===== src/rtl/spi_slave_param.sv =====
// SPI slave covering all four clock modes and any word width, clocked entirely by the system clock.
// sck/ss/mosi are oversampled through synchronisers; words stream back-to-back inside one ss frame.

module spi_slave_param #(
    parameter int unsigned DATA_W      = 8,
    parameter int unsigned SYNC_STAGES = 2
) (
    input  logic              i_clk,
    input  logic              i_rst_n,
    input  logic              i_sck,
    input  logic              i_ss,
    input  logic              i_mosi,
    input  logic              i_cpol,
    input  logic              i_cpha,
    input  logic              i_mol,
    input  logic [DATA_W-1:0] i_txr,
    output logic              o_miso,
    output logic              o_miso_oe,
    output logic [DATA_W-1:0] o_rxr,
    output logic              o_rdone,
    output logic              o_tdone,
    output logic              o_frame_err
);

    localparam int unsigned CNT_W = $clog2(DATA_W);
    localparam logic [CNT_W-1:0] LAST_BIT = CNT_W'(DATA_W - 1);

    typedef enum logic {
        StIdle,
        StActive
    } state_t;

    // Synchronisers and edge history
    logic [SYNC_STAGES-1:0] r_sck_sync;
    logic [SYNC_STAGES-1:0] r_ss_sync;
    logic [SYNC_STAGES-1:0] r_mosi_sync;
    logic                   r_sck_prev;
    logic                   r_ss_prev;

    // Frame state
    state_t            r_state;
    logic              r_cpol;
    logic              r_cpha;
    logic              r_mol;
    logic [DATA_W-1:0] r_tx_sh;
    logic [DATA_W-1:0] r_rx_sh;
    logic [CNT_W-1:0]  r_bit_cnt;
    logic [DATA_W-1:0] r_rxr;
    logic              r_miso_oe;
    logic              r_rdone;
    logic              r_tdone;
    logic              r_frame_err;

    // Next-state values
    state_t            w_state_nx;
    logic              w_cpol_nx;
    logic              w_cpha_nx;
    logic              w_mol_nx;
    logic [DATA_W-1:0] w_tx_sh_nx;
    logic [DATA_W-1:0] w_rx_sh_nx;
    logic [CNT_W-1:0]  w_bit_cnt_nx;
    logic [DATA_W-1:0] w_rxr_nx;
    logic              w_miso_oe_nx;
    logic              w_rdone_nx;
    logic              w_tdone_nx;
    logic              w_frame_err_nx;

    logic              w_sck_s;
    logic              w_ss_s;
    logic              w_mosi_s;
    logic              w_ss_fall;
    logic              w_sck_chg;
    logic              w_lead;
    logic              w_trail;
    logic              w_sample;
    logic              w_shift;
    logic [DATA_W-1:0] w_rx_word;

    assign w_sck_s   = r_sck_sync[SYNC_STAGES-1];
    assign w_ss_s    = r_ss_sync[SYNC_STAGES-1];
    assign w_mosi_s  = r_mosi_sync[SYNC_STAGES-1];
    assign w_ss_fall = r_ss_prev & ~w_ss_s;

    // A change away from the idle level is the leading edge; a change back is the trailing edge.
    assign w_sck_chg = w_sck_s ^ r_sck_prev;
    assign w_lead    = w_sck_chg & (r_sck_prev == r_cpol);
    assign w_trail   = w_sck_chg & (r_sck_prev != r_cpol);
    assign w_sample  = r_cpha ? w_trail : w_lead;
    assign w_shift   = r_cpha ? w_lead : w_trail;

    assign w_rx_word = r_mol ? {r_rx_sh[DATA_W-2:0], w_mosi_s}
                             : {w_mosi_s, r_rx_sh[DATA_W-1:1]};

    always_comb begin
        w_state_nx     = r_state;
        w_cpol_nx      = r_cpol;
        w_cpha_nx      = r_cpha;
        w_mol_nx       = r_mol;
        w_tx_sh_nx     = r_tx_sh;
        w_rx_sh_nx     = r_rx_sh;
        w_bit_cnt_nx   = r_bit_cnt;
        w_rxr_nx       = r_rxr;
        w_miso_oe_nx   = r_miso_oe;
        w_rdone_nx     = 1'b0;
        w_tdone_nx     = 1'b0;
        w_frame_err_nx = 1'b0;

        unique case (r_state)
            StIdle: begin
                if (w_ss_fall) begin
                    w_state_nx   = StActive;
                    w_cpol_nx    = i_cpol;
                    w_cpha_nx    = i_cpha;
                    w_mol_nx     = i_mol;
                    w_tx_sh_nx   = i_txr;
                    w_bit_cnt_nx = '0;
                    w_miso_oe_nx = 1'b1;
                end
            end
            StActive: begin
                // ss release takes priority over any sck edge seen in the same cycle
                if (w_ss_s) begin
                    w_state_nx     = StIdle;
                    w_miso_oe_nx   = 1'b0;
                    w_frame_err_nx = (r_bit_cnt != '0);
                    w_bit_cnt_nx   = '0;
                end else if (w_sample) begin
                    w_rx_sh_nx = w_rx_word;
                    if (r_bit_cnt == LAST_BIT) begin
                        w_rxr_nx     = w_rx_word;
                        w_rdone_nx   = 1'b1;
                        w_tdone_nx   = 1'b1;
                        w_tx_sh_nx   = i_txr;
                        w_bit_cnt_nx = '0;
                    end else begin
                        w_bit_cnt_nx = r_bit_cnt + 1'b1;
                    end
                end else if (w_shift && (r_bit_cnt != '0)) begin
                    // bit_cnt==0 means the current bit is already on miso (fresh load)
                    w_tx_sh_nx = r_mol ? (r_tx_sh << 1) : (r_tx_sh >> 1);
                end
            end
            default: w_state_nx = StIdle;
        endcase
    end

    always_ff @(posedge i_clk or negedge i_rst_n) begin
        if (!i_rst_n) begin
            r_sck_sync  <= '0;
            r_ss_sync   <= '0;
            r_mosi_sync <= '0;
            r_sck_prev  <= 1'b0;
            r_ss_prev   <= 1'b0;
            r_state     <= StIdle;
            r_cpol      <= 1'b0;
            r_cpha      <= 1'b0;
            r_mol       <= 1'b0;
            r_tx_sh     <= '0;
            r_rx_sh     <= '0;
            r_bit_cnt   <= '0;
            r_rxr       <= '0;
            r_miso_oe   <= 1'b0;
            r_rdone     <= 1'b0;
            r_tdone     <= 1'b0;
            r_frame_err <= 1'b0;
        end else begin
            r_sck_sync  <= {r_sck_sync[SYNC_STAGES-2:0], i_sck};
            r_ss_sync   <= {r_ss_sync[SYNC_STAGES-2:0], i_ss};
            r_mosi_sync <= {r_mosi_sync[SYNC_STAGES-2:0], i_mosi};
            r_sck_prev  <= w_sck_s;
            r_ss_prev   <= w_ss_s;
            r_state     <= w_state_nx;
            r_cpol      <= w_cpol_nx;
            r_cpha      <= w_cpha_nx;
            r_mol       <= w_mol_nx;
            r_tx_sh     <= w_tx_sh_nx;
            r_rx_sh     <= w_rx_sh_nx;
            r_bit_cnt   <= w_bit_cnt_nx;
            r_rxr       <= w_rxr_nx;
            r_miso_oe   <= w_miso_oe_nx;
            r_rdone     <= w_rdone_nx;
            r_tdone     <= w_tdone_nx;
            r_frame_err <= w_frame_err_nx;
        end
    end

    assign o_miso      = r_miso_oe & (r_mol ? r_tx_sh[DATA_W-1] : r_tx_sh[0]);
    assign o_miso_oe   = r_miso_oe;
    assign o_rxr       = r_rxr;
    assign o_rdone     = r_rdone;
    assign o_tdone     = r_tdone;
    assign o_frame_err = r_frame_err;

endmodule


===== config.mk =====
export PLATFORM = sky130hd
export DESIGN_NAME = spi_slave_param
export DESIGN_NICKNAME = d
export VERILOG_FILES = /design/src/rtl/spi_slave_param.sv
export SDC_FILE = /design/constraint.sdc
export NUM_CORES = 1
export LEC_CHECK = 0
export CORE_MARGIN = 2
export CORE_UTILIZATION = 33
export DETAILED_ROUTE_END_ITERATION = 16
export PLACE_DENSITY = 0.63
export SLEW_MARGIN = 10
export SYNTH_ARGS = -nofsm -noshare
export SYNTH_HDL_FRONTEND = slang
export SYNTH_SLANG_ARGS = --single-unit
export TNS_END_PERCENT = 10

===== constraint.sdc =====
create_clock -name i_clk -period 3.8 [get_ports i_clk]
set_input_delay 0.57 -clock i_clk [delete_from_list [all_inputs] [get_ports i_clk]]
set_output_delay 0.57 -clock i_clk [all_outputs]
set_load 0.03 [all_outputs]

==> results.yml <==
final_layout:
  mostFrequentLayoutCell: "dfrtp_1"
  area_delta_synth_final_pct: 21.4
  nNetsFinal: 217
  diodes: 0
  final_cell_mix: "dfrtp_1 (42), clkdlybuf4s50_1 (27), o21ai_0 (20), a21oi_1 (18), mux2i_1 (17)"
  n_fill_cell: 546
  multi_input_area_um2: 803
  final_util_pct: 42.2
  seq_area_mm2: 0.00105
  drive_above_1_share_pct: 13.6
sta:
  worst_slew_pin_slew_ns: 0.923
  finalSetupTns_ns: 0
  fmax_mhz: 436
  drv_slew: 0
  post-route-period-util_pct: 60.3
  layout_setup_ws_ns: 1.51
  setup_viol: 0
  fin_worst_skew_ns: 0.00779
  finalHoldViolCount: 0
  rsz0062_at_grt: "no"
  final.min_clock_period_ns: 2.29
  maxSlewHeadroom_pct: 38.5
global_routing:
  grt_pass1_wl_um: 5680
  grt_usage_pct: 11.5
  gr-total-overflow: 0
  antenna_found_initial: 0
  grt_max_degree: 43
  grt_pass1_vias: 1208
synthesis:
  synth-seq-cells: 42
  synth_top_family_by_area: "multiplexers"
  yosysSeqAreaShare_pct: 54.2
  synth_compound_area_share_pct: 13.5
  netlist_instances: 173
  synth_cell_type_count: 23
  syn_nets: 192
  synthXorXnorAreaFrac_pct: 0.839
  synth.avg_cell_area_um2: 11.2
  yosysWarnings: 0
  synth-simple-area-share_pct: 7.62
  synth_area_mm2: 0.00194
  synthMuxAreaShare_pct: 17.4
  synth_fa_ha_area_share_pct: 1.94
detailed_routing:
  drc: 0
  num_vias: 1293
  final_antenna_net_count: 0
  dr.pass1.iters: 4
  drt-total-wl_um: 3560
  first_iter_violations: 50
  via_per_inst: 4.77
  wl_per_cell_um: 13.1
power:
  max-vdd-ir-drop_v: 0.000193
  p_leak_nw: 1.06
  p_per_area_mw_per_mm2: 505
  power.total_mw: 1.19
floorplan:
  die-area_mm2: 0.00650
  core_mm2: 0.00557
  die_h_um: 80.6
  fp.dieW_um: 80.6
  start_util_pct: 34.8
  io_pins: 29
  rows: 27
status:
  status: "finished, final reports clean"
clocking:
  numCtsBuffers: 5
  clk_pin_slew_worst_paths_ns: 0.08
  clk_path_buf_depth: 2
  tritoncts: "built"
  cts-resized-gates: 0
  post-cts-setup-buffers: 0
  cts.htree.levels: 2
  clock_sinks: 42
  holdBufCountCts: 0
  clk_latency_ns: 0.29
  cts_root_buf: "clkbuf_8"
worst_setup_path:
  start_kind: "flop"
  crit_fanout: 19
  max_stage_delay_ns: 0.49
  crit_path_top_delay_cell: "nand2b_1"
  crit_chain: "ha_1 -> ha_1 -> a221oi_2 -> nand2b_1 -> mux2_4"
  end_kind: "flop"
  crit_family: "adder cells"
  cp_data_arrival_time_ns: 2.47
  cpMostUsedCell: "ha_1"
  worstSetupPathType: "reg -> reg"
  critPathRequiredTime_ns: 3.98
  crit_buf_inv: 0
place:
  preCtsSetupSlack_ns: 1.51
  gp_congestion: 0.719
  dp.final_hpwl_um: 2410
  portBuffers: 28
run:
  cap_violations: 0
hold_path:
  hold_class: "reg -> reg"
report_power, final:
part           switching [mW]  total [mW]  internal (mW)
Clock                   0.145       0.292          0.147
Sequential             0.0721       0.603          0.531
Combinational           0.140       0.293          0.153
worst reg2reg max path, stage by stage (launching register included):
cell	delay, ns
dfrtp_1	0.42
ha_1	0.22
ha_1	0.39
a221oi_2	0.31
nand2b_1	0.49
mux2_4	0.35
Yosys cell counts:
cell type	count	area [um^2]
a21oi_1	18	90.1
a221oi_2	1	15.0
a31oi_1	8	50.1
and3_1	1	6.26
buf_2	6	30.0
buf_4	1	7.51
buf_6	1	11.3
clkbuf_1	5	18.8
dfrtp_1	42	1050
ha_1	3	37.5
inv_1	5	18.8
mux2_2	3	33.8
mux2_4	8	120
mux2i_1	17	170
mux2i_2	1	13.8
nand2_1	5	18.8
nand2b_1	7	43.8
nor2_1	16	60.1
nor2b_1	2	12.5
o21ai_0	20	100
o22ai_1	1	6.26
or2_2	1	6.26
xor2_2	1	16.3
per-layer routing:
| metal | up-vias | part of all wire (%) | GRT usage [%] |
|---|---|---|---|
| met1 | 609 | 50 | 16.2 |
| met4 | 0 | 1.4 | 4.58 |
| met3 | 5 | 4.3 | 2.81 |
| met5 | - | 0 | 0 |
| li1 | 654 | - | - |
| met2 | 25 | 44 | 16.8 |
final timing paths:
kind / slack, ns / cells after the start / to / from
max: 1.51 / 5 / r_tx_sh[6]$_DFFE_PN0P_ / r_bit_cnt[0]$_DFFE_PN0P_
min: 0.35 / 0 / r_ss_sync[1]$_DFF_PN0_ / r_ss_sync[0]$_DFF_PN0_
max reg2reg: 1.51 / 5 / r_tx_sh[6]$_DFFE_PN0P_ / r_bit_cnt[0]$_DFFE_PN0P_
min reg2reg: 0.35 / 0 / r_ss_sync[1]$_DFF_PN0_ / r_ss_sync[0]$_DFF_PN0_
max in group asynchronous: 2.81 / 1 / r_mol$_DFFE_PN0P_ / i_rst_n
min in group asynchronous: 0.42 / 1 / o_rxr[4]$_DFFE_PN0P_ / i_rst_n
cells by family after synthesis:
family                     after synthesis
xor gates and xnor gates                 1
DFF                                     42
and+or+nand+nor                         32
AOI/OAI and AO/OA                       48
buffers and inverters                   18
adders and majority gates                3
muxes                                   29
cell type report:
cell class | count | area share [%]
inverters | 5 | 0.798
clock buffers | 7 | 3.67
well taps | 72 | 3.83
repair buffers | 31 | 12.7
flip-flops and latches | 42 | 44.7
multi-input cells | 113 | 34.1
clock inverters | 1 | 0.213
flip-flops by register name, indices dropped and copies added, names as in the netlist, 2 cells and up:
register / cells
r_mosi_sync: 2
r_ss_sync: 2
r_bit_cnt: 3
r_sck_sync: 2
r_rx_sh: 8
o_rxr: 8
r_tx_sh: 8
per-stage QoR:
step | area [um^2] | hold WS [ns] | instances
global placement | 2260 | 0.332 | 263
global route | 2350 | 0.359 | 271
finish | 2350 | 0.353 | 271
floorplan | 1940 | 0.274 | 173
detailed placement | 2260 | 0.337 | 263
CTS | 2350 | 0.356 | 271
Note: power is estimated with default switching activity, not from simulation.
